<file path="config.mk">
export PLATFORM = sky130hd
export DESIGN_NAME = sram_async_ctrl
export DESIGN_NICKNAME = d
export VERILOG_FILES = /design/src/rtl/sram_async_ctrl.sv
export SDC_FILE = /design/constraint.sdc
export NUM_CORES = 1
export LEC_CHECK = 0
export BUFFER_PORTS_ARGS = -buffer_cell sky130_fd_sc_hd__buf_2
export CAP_MARGIN = 20
export CORE_MARGIN = 8
export CORE_UTILIZATION = 45
export CTS_CLUSTER_SIZE = 40
export DETAILED_ROUTE_END_ITERATION = 8
export GPL_TIMING_DRIVEN = 1
export PLACE_DENSITY = 0.78
export SYNTH_ARGS = -nofsm -noshare
export SYNTH_HDL_FRONTEND = slang
export SYNTH_SLANG_ARGS = --single-unit
</file>
<file path="constraint.sdc">
create_clock -name clk -period 2.6 [get_ports clk]
set_clock_uncertainty 0.15 [all_clocks]
set_input_delay 0.39 -clock clk [delete_from_list [all_inputs] [get_ports clk]]
set_output_delay 0.39 -clock clk [all_outputs]
set_load 0.02 [all_outputs]
</file>
<file path="src/rtl/sram_async_ctrl.sv">
// Controller for BANKS side-by-side asynchronous SRAM chips behind tristate IOBUFs.
// Read/write wait states, write pulse width and read-to-write turnaround are parameters.
module sram_async_ctrl #(
  parameter int BANKS   = 2,
  parameter int DQ_W    = 16,
  parameter int ADDR_W  = 22,
  parameter int RD_WAIT = 2,
  parameter int WR_WAIT = 2,
  parameter int TURN    = 1,
  localparam int DW     = BANKS * DQ_W,
  localparam int BW     = DW / 8
) (
  input  logic              clk,
  input  logic              rst_n,
  // Handshake: a request transfers on a cycle where req_valid and req_ready are both 1.
  // req_ready is 1 exactly while idle; a request offered while busy is not remembered.
  input  logic              req_valid,
  output logic              req_ready,
  input  logic              req_write,
  input  logic [ADDR_W-1:0] req_addr,
  input  logic [DW-1:0]     req_wdata,
  input  logic [BW-1:0]     req_be,
  output logic              rsp_valid,
  output logic [DW-1:0]     rsp_rdata,
  output logic [ADDR_W-1:0] sram_addr,
  output logic              sram_cen,
  output logic              sram_oen,
  output logic              sram_wen,
  output logic [BW-1:0]     sram_ben,
  output logic [DW-1:0]     sram_dq_o,
  output logic [DW-1:0]     sram_dq_t,
  input  logic [DW-1:0]     sram_dq_i,
  output logic [2:0]        dbg_state_o
);

  if ((DQ_W % 8) != 0 || BANKS < 1) begin : g_bad_params
    $fatal(1, "sram_async_ctrl: DQ_W must be a multiple of 8 and BANKS >= 1");
  end

  localparam int MAX_WAIT = (RD_WAIT > WR_WAIT) ? ((RD_WAIT > TURN) ? RD_WAIT : TURN)
                                                : ((WR_WAIT > TURN) ? WR_WAIT : TURN);
  localparam int CW = (MAX_WAIT < 1) ? 1 : $clog2(MAX_WAIT + 1);

  typedef enum logic [2:0] {
    ST_IDLE = 3'd0,
    ST_RD   = 3'd1,
    ST_TA   = 3'd2,
    ST_WS   = 3'd3,
    ST_WP   = 3'd4,
    ST_WH   = 3'd5
  } state_e;

  typedef struct packed {
    logic          cen;
    logic          oen;
    logic          wen;
    logic [BW-1:0] ben;
    logic          drive;
  } ctl_t;

  state_e            state_q, state_d;
  logic [CW-1:0]     cnt_q, cnt_d;
  logic [ADDR_W-1:0] addr_q, addr_d;
  logic [DW-1:0]     wdata_q, wdata_d;
  logic [BW-1:0]     be_q, be_d;
  logic [DW-1:0]     rdata_q, rdata_d;
  logic              rsp_valid_q, rsp_valid_d;
  ctl_t              ctl_q, ctl_d;

  // SRAM strobes come straight from flops so WEn/OEn cannot glitch on state decode.
  function automatic ctl_t decode(input state_e s, input logic [BW-1:0] be);
    ctl_t c;
    c.cen   = 1'b1;
    c.oen   = 1'b1;
    c.wen   = 1'b1;
    c.ben   = '1;
    c.drive = 1'b0;
    unique case (s)
      ST_RD: begin
        c.cen = 1'b0;
        c.oen = 1'b0;
        c.ben = '0;
      end
      ST_WS, ST_WH: begin
        c.cen   = 1'b0;
        c.ben   = ~be;
        c.drive = 1'b1;
      end
      ST_WP: begin
        c.cen   = 1'b0;
        c.wen   = 1'b0;
        c.ben   = ~be;
        c.drive = 1'b1;
      end
      default: ;
    endcase
    return c;
  endfunction

  always_comb begin
    state_d     = state_q;
    cnt_d       = cnt_q;
    addr_d      = addr_q;
    wdata_d     = wdata_q;
    be_d        = be_q;
    rdata_d     = rdata_q;
    rsp_valid_d = 1'b0;
    unique case (state_q)
      ST_IDLE: begin
        if (req_valid) begin
          addr_d  = req_addr;
          wdata_d = req_wdata;
          be_d    = req_be;
          if (req_write) begin
            state_d = ST_WS;
          end else begin
            state_d = ST_RD;
            cnt_d   = CW'(RD_WAIT);
          end
        end
      end
      ST_RD: begin
        if (cnt_q == '0) begin
          rdata_d     = sram_dq_i;
          rsp_valid_d = 1'b1;
          if (TURN > 0) begin
            state_d = ST_TA;
            cnt_d   = CW'(TURN - 1);
          end else begin
            state_d = ST_IDLE;
          end
        end else begin
          cnt_d = cnt_q - CW'(1);
        end
      end
      ST_TA: begin
        if (cnt_q == '0) state_d = ST_IDLE;
        else             cnt_d   = cnt_q - CW'(1);
      end
      ST_WS: begin
        state_d = ST_WP;
        cnt_d   = CW'(WR_WAIT);
      end
      ST_WP: begin
        if (cnt_q == '0) state_d = ST_WH;
        else             cnt_d   = cnt_q - CW'(1);
      end
      ST_WH: begin
        state_d     = ST_IDLE;
        rsp_valid_d = 1'b1;
      end
      default: state_d = ST_IDLE;
    endcase
    ctl_d = decode(state_d, be_d);
  end

  always_ff @(posedge clk) begin
    if (!rst_n) begin
      state_q     <= ST_IDLE;
      cnt_q       <= '0;
      addr_q      <= '0;
      wdata_q     <= '0;
      be_q        <= '0;
      rdata_q     <= '0;
      rsp_valid_q <= 1'b0;
      ctl_q       <= decode(ST_IDLE, '0);
    end else begin
      state_q     <= state_d;
      cnt_q       <= cnt_d;
      addr_q      <= addr_d;
      wdata_q     <= wdata_d;
      be_q        <= be_d;
      rdata_q     <= rdata_d;
      rsp_valid_q <= rsp_valid_d;
      ctl_q       <= ctl_d;
    end
  end

  assign req_ready   = (state_q == ST_IDLE);
  assign rsp_valid   = rsp_valid_q;
  assign rsp_rdata   = rdata_q;
  assign sram_addr   = addr_q;
  assign sram_cen    = ctl_q.cen;
  assign sram_oen    = ctl_q.oen;
  assign sram_wen    = ctl_q.wen;
  assign sram_ben    = ctl_q.ben;
  assign sram_dq_o   = wdata_q;
  assign sram_dq_t   = {DW{~ctl_q.drive}};
  assign dbg_state_o = state_q;

endmodule

</file>
# Word-level counts from Yosys, hierarchy flattened
# Index checks and enable logic that the tools add are counted.
# W data, S select, Z words.
# classes
eq_ne,12
n_addsub,1
n_mux,20
n_bitwise,2
n_reduce_logical,9
# ops
op,count
$pmux W3 S5,1
$eq A3 B3 Y1 const B,4
$mux W3,4
$mux W2,5
$eq A3 B2 Y1 const B,3
$mux W4,2
$pmux W2 S4,1
$pmux W4 S2,1
$eq A3 B1 Y1 const B,2
$ne A2 B2 Y1 const B,3
$mux W1,5
$not A4 Y4,1
$reduce_and A2 Y1,2
$reduce_and A4 Y1,1
$reduce_bool A4 Y1,1
$reduce_or A4 Y1,1
$logic_not A3 Y1,1
$reduce_or A3 Y1,1
$logic_not A2 Y1,1
$pmux W1 S2,1
$reduce_or A2 Y1,1
$sub A2 B1 Y2 const B,1
$not A1 Y1,1
# totals
output_inout_bits,130
wordCells,56
ff_bits,104

# Logic depth before layout (Yosys ltp)
# depth
depth_word,6
depth_mapped,8

# Least setup slack after synthesis
# OpenSTA, ideal clock, no wires.
# synth_path
kind,register to register
startpoint,reg cnt_q[0]
endpoint,reg cnt_q[0]
period_less_slack_ps,1878
t_arrival_ps,1613
stages_incl_launch_ff,8
setup_slack_ps,722
setup_time_ps,116
required_ps,2334
path_cell_list,dfxtp_1 inv_1 ha_1 buf_2 nor4b_1 nor4_2 a211o_1 and3_1
# synth_between
elab_chain_len,3
# synth_rtl
element,line_no,source
"start, declared",62,"logic [CW-1:0] cnt_q, cnt_d;"
"start signal, assigned",169,cnt_q <= cnt_d;
$sub A2 B1 Y2 or $logic_not A2 Y1 (tied branches),--,
"$mux W2, or another cell as far along","137, 145",
$pmux W2 S4 or $reduce_and A4 Y1 (tied branches),--,
# Parallel ways exist; a longest one is shown, timed or not. The select of a mux whose other input is x is not followed.
# A chain may end at the register's enable or synchronous reset.

# Final worst setup path
# layout_path
startpoint,"reg state_q[0], in the netlist dbg_state_o[0]"
endpoint,"reg rdata_q[23], in the netlist rsp_rdata[23]"
# layout_between
elab_chain_len,2
# layout_rtl
element,line_no,source
"start, declared",61,"state_e state_q, state_d;"
"start signal, assigned",168,state_q <= state_d;
$eq A3 B1 Y1,108,unique case (state_q)
$reduce_and A2 Y1 (no line),--,
"end signal, assigned",173,rdata_q <= rdata_d;
"end, declared",66,"logic [DW-1:0] rdata_q, rdata_d;"
# No other way between the ends.

==> reports/metrics.yaml <==
status: "finished clean"
drt_first_pass_iters: 4
setup-violations-final: 0
die_w_um: 114.0
vdd_drop_max_mv: 0.3502
yosysTopAreaCellShare_pct: 48.16
coreArea_sq_um: 9284
yosys_warnings: 0
dpl.hpwl_um: 8958
postCtsSetupBuffers: 0
postRouteAntennaNets: 0
regArea_sq_um: 2082
start_kind: "flop"
r2r-end: "rsp_rdata[23]"
yosysTopAreaCell: "dfxtp_1"
htreeDepth: 3
dieArea_sq_um: 13000
grt_usage_pct: 17.38
num_rows: 35
cts_buffer_depth: 2
power_leakage_nw: 2.512
p_switching_mw: 1.859
worst_ep_arrival_time_ps: 2270
rsz0062_at_grt: "no"
cts.clk_slew.worst_paths_ps: 110
avgSynthCellArea_sq_um: 8.681
yosys-top-cells-area: "dfxtp_1, nand2_1, a21boi_1"
initial_core_util_pct: 46.56
die_y_um: 114.0
crit_end: "rsp_rdata[23]"
cts_made_buffers: 9
slew_violations: 0
r2r-start: "dbg_state_o[0]"
tightestPinTransition_ps: 674.3
cts-root-buf: "clkbuf_8"
grt_pass1_vias: 3817
antenna_found_initial: 0
ios: 224
cts_resized: 0
netlist_area_sq_um: 4323
n_antenna_cell: 0
drv_cap: 0
ys_seq_area_share_pct: 48.16
n_fill_cell: 870
grt_max_degree: 57
gp_congestion: 0.8022
critical_path.max_fanout: 32
clk-insertion-delay-late_ps: 350
grt_pass1_wl_um: 18510
hold_violations: 0
drive_above_1_share_pct: 37.50
port_buffers: 223
wirelength_um: 11700
crit_path_start: "dbg_state_o[0]"
comb_power_share_pct: 35.8
power_density_nw_per_um2: 881.9
seqPwrFrac_pct: 42.0
power.internal_mw: 2.915
max-slew-margin-rel_pct: 55.05
syn_to_final_growth_pct: 25.21
required_ps: 2740
critPathKind: "flop to flop"
synth_cell_type_count: 34
synth.ff_latch_count: 104
remaining_drc_errors: 0
avgViaCountPerCell: 4.713
switching_share_pct: 38.94
rr_worst_depth: 5
syn_nets: 595
worstHoldPathType: "primary input to flop"
multiInputGateArea_sq_um: 1748
max_freq_mhz: 470.3
async_reset_ff_share_pct: 0
holdBufCountCts: 0
cts_tree: "built"
timing.setup.tns_ps: 0
clkSinkCount: 104
r2r_slack_ps: 470
holdWs_ps: 97.18
nets: 764
min_period_ps: 2126
synth_edf_count: 0
period_share_pct: 81.77
first_iter_violations: 220
via_count: 3775
grt-ovfl-total: 0
setup_ws_ps: 473.9
synth_commonest_cells: "nand2_1, dfxtp_1, a21boi_1"
synth.most_common_cell: "nand2_1"
crit_path_end_kind: "flop"
pre_cts_ws_ps: 468.6
synth_cells: 498
pwr-share-clk_pct: 22.2
synth_flop_cell: "dfxtp_1"
wl_per_cell_um: 14.60
[state kept, by name, summed over array words and instances (netlist names)]
signal and count:
rsp_valid 1, sram_oen 1, be_q 4, sram_dq_o 32, dbg_state_o 3, ctl_q 1, sram_ben 4, rsp_rdata 32
sram_addr 22, cnt_q 2, sram_wen 1, sram_cen 1
[cell usage in the layout (no fill, tap or decap), drive strengths merged]
| cell type | Yosys | final |
|---|---|---|
| nor4 | 1 | 1 |
| a21o | 4 | 4 |
| nor2b | 8 | 8 |
| bufinv | 0 | 1 |
| and3b | 2 | 2 |
| a211oi | 1 | 1 |
| nor4b | 4 | 4 |
| dfxtp | 104 | 104 |
| xnor2 | 1 | 1 |
| nor3 | 4 | 4 |
| nand4bb | 1 | 1 |
| buf | 52 | 230 |
| and3 | 1 | 1 |
| a211o | 1 | 1 |
| nand2b | 1 | 1 |
| nor2 | 2 | 2 |
| o21ai | 4 | 4 |
| mux2i | 5 | 5 |
| and2 | 2 | 2 |
| clkinv | 0 | 2 |
| a21boi | 86 | 86 |
| mux2 | 2 | 2 |
| a21oi | 3 | 3 |
| clkbuf | 20 | 9 |
| ha | 3 | 3 |
| o32ai | 1 | 1 |
| inv | 4 | 7 |
| o211ai | 1 | 1 |
| clkinvlp | 0 | 1 |
| nand3 | 1 | 1 |
| nand2 | 175 | 175 |
| nor3b | 4 | 4 |
[per-stage QoR]
step	cell area [sq um]	std cells	utilization [%]	power, mW
floorplan	4323	498	-	3.363
global placement	5200	785	56.01	3.707
detailed placement	5200	785	56.01	3.778
CTS	5413	801	58.30	4.844
global route	5413	801	58.30	5.095
finish	5413	801	58.30	4.774
[metal layers]
layer | global-route usage (%) | routed length (um) | vias up
li1 | - | - | 1908
met5 | 0 | 0 | -
met4 | 5.501 | 146 | 0
met3 | 8.822 | 1441 | 12
met1 | 17.57 | 4499 | 1698
met2 | 30.48 | 5607 | 157
[layout make-up]
class	instances	area share [%]
Inverter	4	0.2774
Multi-Input combinational cell	318	32.29
Tap cell	129	2.982
Sequential cell	104	38.47
Clock inverter	7	1.641
Clock buffer	9	2.288
Timing Repair Buffer	230	22.05
[critical path, cell delays in order (launching register included)]
cell and delay [ps]:
dfxtp_1 740, nor3b_1 430, and2_1 200, buf_4 300, nand2_1 110, a21boi_1 120
[how the worst min path moves through the flow]
stage                        from            end  slack, ps  depth (start not counted)
finish                req_addr[8]   sram_addr[8]        100                          3
global route          req_addr[8]   sram_addr[8]         80                          3
CTS                  req_addr[12]  sram_addr[12]         70                          3
detailed placement  sram_dq_o[10]  sram_dq_o[10]        290                          2
global placement    rsp_rdata[13]  rsp_rdata[13]        290                          2
floorplan                 be_q[3]        be_q[3]        330                          2
[kinds of logic after synthesis]
| family | share of synthesized area [%] |
|---|---|
| AO/OA/AOI/OAI | 17.19 |
| XOR/XNOR | 0.2026 |
| adder cells (fa/ha/maj) | 0.8684 |
| buffers and inverters | 11.49 |
| flip-flops | 48.16 |
| multiplexers | 1.679 |
| AND/OR/NAND/NOR | 20.41 |
[power groups by stage]
stage / logic (mW) / clock network [mW] / registers [mW]
global route: 1.89 / 1.16 / 2.04
CTS: 1.74 / 1.10 / 2.01
finish: 1.71 / 1.06 / 2.00
global placement: 1.68 / 0 / 2.02
detailed placement: 1.74 / 0 / 2.04
floorplan: 1.12 / 0 / 2.24
No activity file was read; power rests on OpenSTA's default activity.
